### config.mk
export PLATFORM = sky130hd
export DESIGN_NAME = router_fifo_flat
export DESIGN_NICKNAME = d
export VERILOG_FILES = /design/src/rtl/router_fifo_if.sv /design/src/rtl/router_fifo.sv /design/src/flat_wrapper.sv
export SDC_FILE = /design/constraint.sdc
export NUM_CORES = 1
export LEC_CHECK = 0
export ABC_CLOCK_PERIOD_IN_PS = 4130
export CAP_MARGIN = 10
export CORE_AREA = 2 2 121 123
export DETAILED_ROUTE_END_ITERATION = 8
export DIE_AREA = 0 0 123 125
export PLACE_DENSITY = 0.76
export SETUP_SLACK_MARGIN = 0.2
export SLEW_MARGIN = 15
export SYNTH_ARGS = -nofsm -noshare
export SYNTH_HDL_FRONTEND = slang
export SYNTH_SLANG_ARGS = --single-unit
### constraint.sdc
create_clock -name clock -period 4.13 [get_ports clock]
set_input_delay 1.0325 -clock clock [delete_from_list [all_inputs] [get_ports clock]]
set_output_delay 1.0325 -clock clock [all_outputs]
set_load 0.02 [all_outputs]
### src/rtl/router_fifo_if.sv
// Write/read handshake bundle between the synchroniser/destination (master)
// and one router output buffer (slave).
interface router_fifo_if #(parameter int WIDTH = 8);
  logic             write_enb;
  logic             read_enb;
  logic             lfd_state;
  logic [WIDTH-1:0] data_in;
  logic [WIDTH-1:0] data_out;
  logic             full;
  logic             empty;
  logic             pkt_busy;

  modport master (output write_enb, read_enb, lfd_state, data_in,
                  input  data_out, full, empty, pkt_busy);
  modport slave  (input  write_enb, read_enb, lfd_state, data_in,
                  output data_out, full, empty, pkt_busy);
endinterface

### src/rtl/router_fifo.sv
// One 1x3-router output buffer: header-tagged FIFO with read-side packet
// length tracking so the destination can see when a packet has drained.
module router_fifo #(
  parameter int DEPTH = 16,
  parameter int WIDTH = 8,
  parameter int PTR_W = 4
) (
  input logic         clock,
  input logic         resetn,
  input logic         soft_reset,
  router_fifo_if.slave bus
);
  logic [WIDTH:0]   mem [DEPTH];
  logic [PTR_W:0]   wr_ptr, rd_ptr;
  logic [6:0]       cnt;
  logic [WIDTH-1:0] data_out_q;
  logic             full, empty, wr_ok, rd_ok;
  logic [WIDTH:0]   rd_word;
  logic [6:0]       hdr_len;

  // Extra pointer MSB distinguishes full from empty when the indices match.
  assign empty   = (wr_ptr == rd_ptr);
  assign full    = (wr_ptr[PTR_W] != rd_ptr[PTR_W]) &&
                   (wr_ptr[PTR_W-1:0] == rd_ptr[PTR_W-1:0]);
  assign wr_ok   = bus.write_enb && !full;
  assign rd_ok   = bus.read_enb && !empty;
  assign rd_word = mem[rd_ptr[PTR_W-1:0]];
  // Header carries payload length in [7:2]; +1 accounts for the parity byte.
  assign hdr_len = 7'(rd_word[WIDTH-1:2]) + 7'd1;

  assign bus.full     = full;
  assign bus.empty    = empty;
  assign bus.data_out = data_out_q;
  assign bus.pkt_busy = (cnt != 7'd0);

  always_ff @(posedge clock or negedge resetn) begin
    if (!resetn) begin
      wr_ptr     <= '0;
      rd_ptr     <= '0;
      cnt        <= '0;
      data_out_q <= '0;
      for (int i = 0; i < DEPTH; i++) mem[i] <= '0;
    end else if (soft_reset) begin
      wr_ptr     <= '0;
      rd_ptr     <= '0;
      cnt        <= '0;
      data_out_q <= '0;
    end else begin
      if (wr_ok) begin
        mem[wr_ptr[PTR_W-1:0]] <= {bus.lfd_state, bus.data_in};
        wr_ptr                 <= wr_ptr + (PTR_W+1)'(1);
      end
      if (rd_ok) begin
        data_out_q <= rd_word[WIDTH-1:0];
        rd_ptr     <= rd_ptr + (PTR_W+1)'(1);
        if (rd_word[WIDTH])      cnt <= hdr_len;
        else if (cnt != 7'd0)    cnt <= cnt - 7'd1;
      end else if (cnt == 7'd0) begin
        // Line idles at zero once the packet (or orphan byte) has gone out.
        data_out_q <= '0;
      end
    end
  end
endmodule

### src/flat_wrapper.sv
// flat-port wrapper written by rule: the top's interface ports become plain ports
module router_fifo_flat 
#(
  parameter int DEPTH = 16,
  parameter int WIDTH = 8,
  parameter int PTR_W = 4
)
  (clock, resetn, soft_reset, bus_write_enb, bus_read_enb, bus_lfd_state, bus_data_in, bus_data_out, bus_full, bus_empty, bus_pkt_busy);
  router_fifo_if #(.WIDTH(WIDTH)) bus_i ();
  input logic clock;
  input logic resetn;
  input logic soft_reset;
  input wire logic [$bits(bus_i.write_enb)-1:0] bus_write_enb;
  input wire logic [$bits(bus_i.read_enb)-1:0] bus_read_enb;
  input wire logic [$bits(bus_i.lfd_state)-1:0] bus_lfd_state;
  input wire logic [$bits(bus_i.data_in)-1:0] bus_data_in;
  output wire logic [$bits(bus_i.data_out)-1:0] bus_data_out;
  output wire logic [$bits(bus_i.full)-1:0] bus_full;
  output wire logic [$bits(bus_i.empty)-1:0] bus_empty;
  output wire logic [$bits(bus_i.pkt_busy)-1:0] bus_pkt_busy;
  assign bus_i.write_enb = bus_write_enb;
  assign bus_i.read_enb = bus_read_enb;
  assign bus_i.lfd_state = bus_lfd_state;
  assign bus_i.data_in = bus_data_in;
  assign bus_data_out = bus_i.data_out;
  assign bus_full = bus_i.full;
  assign bus_empty = bus_i.empty;
  assign bus_pkt_busy = bus_i.pkt_busy;
  router_fifo #(.DEPTH(DEPTH), .WIDTH(WIDTH), .PTR_W(PTR_W)) u_core (.clock(clock), .resetn(resetn), .soft_reset(soft_reset), .bus(bus_i));
endmodule
==> flow_summary_export.csv, run 1 <==
group,metric,value,unit
detailed_routing,routed_wl,17410,um
final_layout,nFillCells,1035,
grt,grt.total_usage,24.90,%
final_layout,final_common_cell,"dfrtp_1",
worst_setup_path,crit_arrival,2.57,ns
final_layout,fin_nets,616,
timing,fmax,277.8,MHz
worst_setup_path,cp_data_required_time,3.10,ns
yosys,ys_seq_elements,169,
yosys,syn_nets,598,
timing,period_needed,3.600,ns
timing,relSlewSlack,53.93,%
timing,worstMarginPinSlew,0.6910,ns
grt,antenna_found_initial,0,
power,p_leak,4.116,nW
worst_setup_path,crit_type,"reg2out",
clocking,cts_buffers,17,
clocking,clockBufferDepth,2,
detailed_routing,top_layer,"met4",
grt,grt_max_degree,77,
clocking,clk_pin_slew,0.06,ns
clocking,cts_hold_buf,0,
floorplan,die_h,125,um
detailed_routing,drtPass1Iterations,4,
yosys,async_reset_ff_share,100.0,%
clocking,clock_latency,0.43,ns
power,peakVddDrop,0.0002882,V
detailed_routing,wl_met3,752,um
yosys,synthTopCellsByArea,"dfrtp_1 (51%), mux2_2 (20%), mux4_2 (7.9%)",
timing,timing.setup.tns,0,ns
worst_setup_path,crit_chain,"xor2_2, nor4_2, and2_1, clkdlybuf4s50_1",
clocking,cts_resized,0,
detailed_routing,via_per_inst,6.149,
clocking,htree_levels,4,
timing,setup_slack,0.5303,ns
worst_setup_path,critPathMaxStageDelay,0.77,ns
placed_design,dpl_worst_slack,0.8591,ns
detailed_routing,routedWlPerCell,22.04,um
detailed_routing,wl_met1,7498,um
timing,finClkSkew,0.008221,ns
grt,overflow,0,
power,power_density,500.3,nW/um^2
timing,hold_violations,0,
final_layout,layout-drive-gt1-share,39.93,%
timing,rsz0062_at_grt,"false",
yosys,synth_area,8223,um^2
floorplan,start_util,57.89,%
worst_setup_path,cpMaxStageDelayCell,"dfrtp_1",
grt,grt_pass1_wl,28650,um
clocking,cts_tree,"done",
floorplan,die_area,15380,um^2
detailed_routing,drc,0,
yosys,synth.distinct_cells,47,
floorplan,rows,44,
timing,setup_viol_count_final,0,
yosys,synth_ff_type,"dfrtp_1",
yosys,synth_cells,576,
placed_design,hpwl,11320,um
power,finalPower,0.004606,W
yosys,synth_area_leader_cell,"dfrtp_1",
job,maxCapViolCount,0,
detailed_routing,met2_length,8657,um
placed_design,port_buffers,24,
worst_hold_path,hp-class,"reg2reg",
floorplan,die_w,123,um
yosys,yosys_warnings,0,
detailed_routing,via_count,4858,
final_layout,diodes,0,
detailed_routing,ant_nets,0,
clocking,cts-root-buf,"clkbuf_16",
timing,finalMaxSlewViolations,0,
detailed_routing,drt-initial-drc-count,348,
yosys,synth_edf_count,0,
worst_setup_path,path_max_fanout,10,
yosys,yosysSeqAreaShare,51.43,%
placed_design,place_congestion,0.8143,
worst_setup_path,endpoint_kind,"primary output",
grt,grt_pass1_vias,5314,
yosys,postSynthAreaPerCell,14.28,um^2
yosys,synth_top_area_share,51.43,%
timing,fin_crit_sh,87.16,%
clocking,clock_sinks,169,
clocking,post_cts_buffers,0,
final_layout,area_growth,11.96,%
final_layout,mostFrequentLayoutCells,"dfrtp_1 (167), mux2_2 (146), mux4_2 (29)",
floorplan,io_pins,25,
worst_setup_path,cp-start-kind,"flip-flop",
outcome,status,"completed",
floorplan,coreArea,14200,um^2
-- through the flow --
stage	std cells	hold WS [ns]	util [%]	area, um^2
4_1_cts	790	0.5011	64.82	9206
2_1_floorplan	576	0.4720	-	8223
6_report	790	0.4955	64.82	9206
3_5_place_dp	759	0.4875	60.55	8601
3_3_place_gp	759	0.4815	60.55	8601
5_1_grt	790	0.5142	64.82	9206
-- final cells by class --
| type | count | area (um^2) | area share, % |
|---|---|---|---|
| Clock buffer | 23 | 488.0 | 5.300 |
| Clock inverter | 8 | 117.6 | 1.278 |
| Inverter | 7 | 26.28 | 0.2854 |
| Multi-Input combinational cell | 366 | 3791 | 41.18 |
| Sequential cell | 169 | 4232 | 45.96 |
| Tap cell | 184 | 230.2 | 2.501 |
| Timing Repair Buffer | 33 | 321.6 | 3.493 |
-- worst max-delay path: cells and delay by family, from the launching register on --
| family | cells | cell delay, ns |
|---|---|---|
| and+or+nand+nor | 2 | 0.64 |
| buffers and inverters | 1 | 0.60 |
| xor gates and xnor gates | 1 | 0.13 |
| DFF | 1 | 0.77 |
-- power breakdown --
part	internal (W)	switching, W
clock network	0.00101	0.000617
registers	0.00181	0.0000961
logic	0.000501	0.000571
-- flip-flops by register name, summed over array words and instances, names as in the netlist --
| signal | count |
|---|---|
| u_core.bus.data_out | 8 |
| u_core.rd_ptr | 5 |
| u_core.mem | 144 |
| u_core.wr_ptr | 5 |
| u_core.cnt | 7 |
-- synthesized netlist by cell type, types with 2 or more instances --
| cell type | count |
|---|---|
| xor2_1 | 12 |
| o21ai_0 | 3 |
| nor3b_1 | 2 |
| nand2_1 | 25 |
| mux2_2 | 146 |
| nor2_2 | 4 |
| nand3_1 | 16 |
| a2bb2oi_1 | 3 |
| o22ai_1 | 4 |
| buf_2 | 12 |
| a22oi_1 | 5 |
| nor3_4 | 4 |
| and2_1 | 2 |
| nor2_4 | 9 |
| mux4_1 | 7 |
| buf_6 | 4 |
| nor2b_1 | 2 |
| nor2_1 | 18 |
| mux2i_1 | 15 |
| a21oi_1 | 13 |
| or2_2 | 2 |
| nand4_1 | 5 |
| nand2b_1 | 4 |
| ha_1 | 8 |
| a21o_1 | 2 |
| nor3_1 | 4 |
| clkbuf_1 | 15 |
| dfrtp_1 | 169 |
| a211oi_2 | 3 |
| xnor2_1 | 6 |
| buf_1 | 2 |
| inv_1 | 6 |
| nand4b_1 | 2 |
| mux4_2 | 29 |
-- final timing paths --
| kind | from | slack [ns] | cells past startpoint | to |
|---|---|---|---|---|
| setup reg to reg | u_core.wr_ptr[2] | 1.24 | 6 | u_core.mem[40] |
| hold reg to reg | u_core.mem[49] | 0.50 | 1 | u_core.mem[49] |
| hold / removal | u_core.mem[49] | 0.50 | 1 | u_core.mem[49] |
| min in group asynchronous | resetn | 0.63 | 1 | u_core.mem[113] |
| max in group asynchronous | resetn | 2.58 | 2 | u_core.mem[45] |
| setup / recovery | u_core.wr_ptr[3] | 0.53 | 4 | bus_empty |
-- cells by family after synthesis --
family / after synthesis / share of synthesized area, %
buf+inv: 41 / 2.465
flops: 169 / 51.43
simple gates: 102 / 7.349
compound gates: 40 / 3.424
mux: 197 / 32.00
xor+xnor: 19 / 2.115
fa+ha+maj: 8 / 1.217
-- per-layer routing --
| layer | vias to the layer above | track usage, % |
|---|---|---|
| met1 | 2574 | 32.83 |
| met5 | - | 0 |
| met3 | 34 | 6.159 |
| li1 | 2143 | - |
| met2 | 107 | 38.67 |
| met4 | 0 | 12.23 |
Power figures use the tool's default switching activity.
==> inputs of run 2 (changes only) <==
--- a/config.mk
+++ b/config.mk
@@ -5,12 +5,13 @@
 export SDC_FILE = /design/constraint.sdc
 export NUM_CORES = 1
 export LEC_CHECK = 0
+export ABC_AREA = 1
 export ABC_CLOCK_PERIOD_IN_PS = 4130
 export CAP_MARGIN = 10
-export CORE_AREA = 2 2 121 123
+export CORE_AREA = 2 2 123 125
 export DETAILED_ROUTE_END_ITERATION = 8
-export DIE_AREA = 0 0 123 125
-export PLACE_DENSITY = 0.76
+export DIE_AREA = 0 0 125 127
+export PLACE_DENSITY = 0.77
 export SETUP_SLACK_MARGIN = 0.2
 export SLEW_MARGIN = 15
 export SYNTH_ARGS = -nofsm -noshare
==> constraint.sdc (replaced) <==
create_clock -name clock -period 4.13 [get_ports clock]
set_input_delay 1.0325 -clock clock [delete_from_list [all_inputs] [get_ports clock]]
set_output_delay 1.0325 -clock clock [all_outputs]
set_load 0.1 [all_outputs]
==> run 2 against run 1 <==
  * Register-to-register slack improved by 0.21 ns
  * Final cell count up 62%
  * Global-route usage grew 2.8 points
  * Final area is 2.2% higher
  * Critical path depth decreased by 3
  * First-iteration DRC count is 100% higher
  * Sequential cell count unchanged
  * Via count rose by 47%
  * Routed wire length up 21%
  * Combinational power rose by 11%
  * Critical path type unchanged
  * Critical endpoint is now bus_data_out[4]
==> flow_summary_export.csv, run 2 <==
group,metric,value,unit
worst_setup_path,cp_num_buf_inv,1,
floorplan,die_h,127,um
floorplan,coreArea,14420,um^2
worst_hold_path,hp-start,"u_core.mem[70]",
final_layout,fin_nets,1105,
yosys,synth_top_area_share,49.31,%
final_layout,largest_reg_flops,144,
clocking,htree_levels,4,
placed_design,dpl.cell_count,1248,
worst_setup_path,crit_chain,"clkdlybuf4s50_1",
yosys,ys_seq_elements,169,
grt,grt.total_usage,27.73,%
power,switching_share,33.28,%
power,p_leak,4.573,nW
timing,finalMaxSlewViolations,0,
final_layout,diodes,0,
worst_setup_path,path_max_fanout,2,
yosys,yosys_warnings,0,
grt,grt_max_degree,77,
timing,fmax,335.5,MHz
grt,grt_pass1_vias,6656,
timing,finClkSkew,0.009221,ns
power,finalPower,0.004726,W
clocking,cts_resized,0,
timing,period_needed,2.981,ns
clocking,clock_latency,0.44,ns
timing,hold_violations,0,
worst_setup_path,crit_type,"reg2out",
clocking,cts_hold_buf,0,
detailed_routing,ant_nets,0,
yosys,synth_ff_type,"dfrtp_1",
timing,worstMarginPinSlew,0.9819,ns
final_layout,layout-drive-gt1-share,7.397,%
detailed_routing,drtPass1Iterations,5,
power,clockPowerShare,34.0,%
job,maxCapViolCount,0,
yosys,synthTopCellsByArea,"dfrtp_1 (49%), nand2_1 (15%), inv_1 (5.8%)",
grt,overflow,0,
placed_design,port_buffers,24,
floorplan,start_util,59.46,%
timing,setup_slack,1.149,ns
power,combPwrFrac,25.1,%
yosys,synth_cells,1081,
detailed_routing,drt-initial-drc-count,710,
yosys,syn_nets,1103,
clocking,cts_tree,"done",
detailed_routing,via_per_inst,5.575,
yosys,yosysMostFrequentCell,"nand2_1",
power,p_switching,0.001573,W
power,peakVddDrop,0.0003426,V
power,internal_power,0.003153,W
worst_setup_path,cp_data_required_time,3.10,ns
clocking,post_cts_buffers,0,
floorplan,rows,44,
detailed_routing,drc,0,
floorplan,io_pins,25,
placed_design,hpwl,13540,um
timing,relSlewSlack,34.46,%
worst_setup_path,startpoint,"u_core.bus.data_out[4]",
final_layout,final_common_cell,"nand2_1",
power,seq_power_share,40.9,%
clocking,clock_sinks,169,
power,power_density,502.0,nW/um^2
clocking,cts-root-buf,"clkbuf_16",
timing,setup_viol_count_final,0,
detailed_routing,via_count,7131,
floorplan,die_area,15880,um^2
worst_setup_path,cp-start-kind,"flip-flop",
timing,timing.setup.tns,0,ns
worst_setup_path,crit_family,"buffers and inverters",
final_layout,area_growth,9.761,%
yosys,yosysSeqAreaShare,49.31,%
final_layout,mostFrequentLayoutCells,"nand2_1 (334), dfrtp_1 (168), inv_1 (133)",
grt,grt_pass1_wl,34620,um
worst_setup_path,cpMaxStageDelayCell,"clkdlybuf4s50_1",
detailed_routing,routed_wl,21020,um
clocking,clockBufferDepth,2,
placed_design,place_congestion,0.9120,
yosys,synth_area_leader_cell,"dfrtp_1",
placed_design,dpl_worst_slack,1.057,ns
yosys,ys_top_cells_by_count,"nand2_1 (334), dfrtp_1 (169), inv_1 (133)",
outcome,status,"completed",
worst_setup_path,r2r_start,"u_core.rd_ptr[0]",
worst_setup_path,endpoint_kind,"primary output",
worst_setup_path,critPathMaxStageDelay,1.14,ns
detailed_routing,routedWlPerCell,16.43,um
clocking,clk_pin_slew,0.07,ns
yosys,postSynthAreaPerCell,7.933,um^2
timing,fin_crit_sh,72.17,%
grt,antenna_found_initial,0,
yosys,synth.distinct_cells,37,
final_layout,final_cells,1279,
yosys,synth_area,8576,um^2
yosys,synth_edf_count,0,
final_layout,top_register,"u_core.mem",
worst_hold_path,hp-class,"reg2reg",
timing,rsz0062_at_grt,"false",
yosys,async_reset_ff_share,100.0,%
worst_setup_path,crit_arrival,1.95,ns
floorplan,die_w,125,um
clocking,cts_buffers,17,
-- run 2: cell types whose count changed after synthesis, moves of 15 or more --
cell | previous run | this run
mux2i_1 | 15 | 0
inv_1 | 6 | 133
nand2_1 | 25 | 334
nor2_1 | 18 | 36
o21a_1 | 1 | 22
mux2_2 | 146 | 0
o21ai_0 | 3 | 95
nand3_1 | 16 | 65
o21ai_1 | 0 | 71
mux4_2 | 29 | 0
-- run 2: cell families (layout without fill, tap and decap cells) --
group	count (synthesis)	in the layout	share of synthesized area, %
buf+inv	192	206	9.878
compound gates	234	234	14.78
fa+ha+maj	8	8	1.167
flops	169	169	49.31
xor+xnor	9	9	0.9192
simple gates	469	469	23.94
-- run 2: power groups by stage --
stage | logic (W) | clock network, W | registers [W]
finish | 0.00119 | 0.00161 | 0.00193
global route | 0.00131 | 0.00169 | 0.00195
CTS | 0.00118 | 0.00161 | 0.00193
detailed placement | 0.00116 | 0 | 0.00196
global placement | 0.00115 | 0 | 0.00195
floorplan | 0.000805 | 0 | 0.00201
-- run 2: final timing paths --
kind | cells after the start | slack [ns] | endpoint
worst max-delay path | 1 | 1.15 | bus_data_out[4]
worst min-delay path | 1 | 0.48 | u_core.mem[70]
worst max register to register | 16 | 1.45 | u_core.cnt[4]
worst min register to register | 1 | 0.48 | u_core.mem[70]
max in group asynchronous | 2 | 2.72 | u_core.mem[38]
min in group asynchronous | 1 | 0.63 | u_core.mem[22]
-- run 2: layout make-up --
cell class | count | area [um^2]
clock buffer | 24 | 501.7
clock inverter | 7 | 90.09
fill | 1226 | 5011
inverter | 139 | 524.3
multi-input combinational | 720 | 3500
sequential | 169 | 4230
tap | 184 | 230.2
timing repair buffer | 36 | 336.6
-- run 2: per-stage QoR --
stage	util [%]	hold WS, ns	cell area (um^2)
after CTS	65.26	0.4884	9413
after detailed placement	61.16	0.4730	8821
after floorplan	-	0.4478	8576
after global placement	61.16	0.4608	8821
after global routing	65.26	0.4989	9413
final	65.26	0.4842	9413
-- run 2: per-layer routing --
metal | up-vias | wire, um | track usage [%]
met5 | - | 0 | 0
met1 | 3421 | 9511 | 38.60
li1 | 3423 | - | -
met2 | 257 | 9619 | 43.61
met3 | 30 | 1551 | 6.951
met4 | 0 | 336 | 8.301
==> inputs of run 3 (changes only) <==
--- a/config.mk
+++ b/config.mk
@@ -6,7 +6,7 @@
 export NUM_CORES = 1
 export LEC_CHECK = 0
 export ABC_AREA = 1
-export ABC_CLOCK_PERIOD_IN_PS = 4130
+export ABC_CLOCK_PERIOD_IN_PS = 3100
 export CAP_MARGIN = 10
 export CORE_AREA = 2 2 123 125
 export DETAILED_ROUTE_END_ITERATION = 8
==> constraint.sdc (replaced) <==
create_clock -name clock -period 3.1 [get_ports clock]
set_input_delay 0.775 -clock clock [delete_from_list [all_inputs] [get_ports clock]]
set_output_delay 0.775 -clock clock [all_outputs]
set_load 0.1 [all_outputs]
==> run 3 against run 2 <==
  * Critical path depth grew 5
  * Worst hold slack lost 0.15 ns
  * Routed wire length grew 3.5%
  * Core utilization grew 1.5 points
  * Setup slack lost 0.70 ns
  * Clock skew grew 0.0013 ns
  * Sequential cell count is the same
  * Largest cell class unchanged
  * Largest power group is now the clock network
  * Highest routed layer unchanged
==> flow_summary_export.csv, run 3 (same netlist as run 2, synthesis figures left out) <==
group,metric,value,unit
outcome,status,"completed",
timing,setup_slack,0.4538,ns
power,power_density,708.2,nW/um^2
power,p_switching,0.002139,W
placed_design,place_congestion,0.9299,
worst_setup_path,crit_arrival,1.87,ns
clocking,clock_sinks,169,
clocking,htree_levels,4,
grt,grt_pass1_wl,35630,um
floorplan,start_util,59.46,%
timing,timing.setup.tns,0,ns
clocking,post_cts_buffers,0,
worst_setup_path,crit_type,"reg2out",
detailed_routing,drtPass1Iterations,5,
detailed_routing,drc,0,
final_layout,diodes,0,
worst_setup_path,cp_data_required_time,2.32,ns
placed_design,dpl_worst_slack,0.6008,ns
worst_setup_path,ff2ff_path_depth,13,
job,maxCapViolCount,0,
grt,grt_pass1_vias,6880,
grt,grt.total_usage,28.73,%
placed_design,placed_cell_area,8891,um^2
final_layout,layout-drive-gt1-share,8.885,%
clocking,cts_buffers,17,
clocking,cts_tree,"done",
power,switching_share,31.39,%
floorplan,die_w,125,um
detailed_routing,ant_nets,0,
detailed_routing,via_per_inst,5.605,
timing,rsz0062_at_grt,"false",
final_layout,top_register,"u_core.mem",
grt,overflow,0,
timing,finClkSkew,0.01047,ns
timing,fin_crit_sh,85.36,%
floorplan,die_h,127,um
grt,antenna_found_initial,0,
power,p_leak,4.705,nW
timing,period_needed,2.646,ns
clocking,cts-root-buf,"clkbuf_16",
final_layout,largest_reg_flops,144,
power,internal_power,0.004677,W
final_layout,final_common_cell,"nand2_1",
timing,setup_viol_count_final,0,
final_layout,area_growth,12.23,%
final_layout,fin_nets,1112,
placed_design,port_buffers,24,
timing,relSlewSlack,57.45,%
power,clockPowerShare,38.4,%
detailed_routing,routed_wl,21750,um
grt,grt_max_degree,69,
worst_setup_path,r2r_start,"u_core.rd_ptr[1]",
timing,hold_slack,0.3316,ns
clocking,clock_latency,0.44,ns
worst_hold_path,hp-class,"in2async",
floorplan,io_pins,25,
clocking,clockBufferDepth,2,
clocking,clk_pin_slew,0.06,ns
placed_design,hpwl,14060,um
final_layout,stdcell_area,9624,um^2
power,finalPower,0.006816,W
power,combPwrFrac,23.6,%
final_layout,mostFrequentLayoutCells,"nand2_1 (334), dfrtp_1 (168), inv_1 (133)",
detailed_routing,via_count,7214,
timing,worstMarginPinSlew,0.6382,ns
timing,hold_violations,0,
worst_setup_path,cp-start-kind,"flip-flop",
detailed_routing,routedWlPerCell,16.90,um
detailed_routing,drt-initial-drc-count,707,
power,seq_power_share,37.9,%
clocking,cts_hold_buf,0,
floorplan,die_area,15880,um^2
floorplan,coreArea,14420,um^2
worst_setup_path,reg2reg_slack,0.76,ns
worst_setup_path,r2r-end,"u_core.cnt[6]",
power,peakVddDrop,0.0006017,V
timing,fmax,377.9,MHz
timing,finalMaxSlewViolations,0,
worst_setup_path,endpoint_kind,"primary output",
clocking,cts_resized,0,
floorplan,rows,44,
worst_setup_path,path_max_fanout,10,
==> run 3: worst max path at each step <==
stage                     startpoint              to  cells after the start
global route        u_core.rd_ptr[2]       bus_empty                      6
CTS                 u_core.rd_ptr[2]       bus_empty                      6
global placement          soft_reset  u_core.mem[40]                      5
floorplan           u_core.rd_ptr[1]        bus_full                      5
detailed placement        soft_reset  u_core.mem[43]                      5
finish              u_core.rd_ptr[2]       bus_empty                      6
==> run 3: layout make-up <==
type                    instances  area, um^2
clock buffers                  21       470.5
clock inverters                11       262.8
fillers                      1175        4800
inverters                     139       524.3
multi-input cells             720        3500
flip-flops and latches        169        4230
well taps                     184       230.2
repair buffers                 43       406.6
==> run 3: worst max-delay path: stages (launching register included) <==
cell and delay [ns]:
dfrtp_1 0.41, buf_4 0.20, xnor2_1 0.14, nand4_1 0.13
or2_1 0.25, inv_1 0.12, buf_12 0.18
==> run 3: power by group through the flow <==
stage                     clock (W)  sequential [W]  combinational (W)
after floorplan                   0         0.00267            0.00107
after global placement            0         0.00261            0.00155
after detailed placement          0         0.00262            0.00158
after CTS                   0.00263         0.00258            0.00160
after global routing        0.00274         0.00261            0.00178
final                       0.00262         0.00258            0.00161
==> run 3: per-stage QoR <==
step	instances	utilization, %
after detailed placement	1255	61.64
after CTS	1287	66.72
after floorplan	1081	-
after global placement	1255	61.64
after global routing	1287	66.72
final	1287	66.72
==> run 3: per-layer routing <==
metal / up-vias / share of wire, % / global-route usage (%)
met2: 254 / 46 / 45.52
met4: 0 / 3.5 / 12.48
li1: 3443 / - / -
met5: - / 0 / 0
met1: 3467 / 45 / 39.41
met3: 50 / 6.2 / 5.025
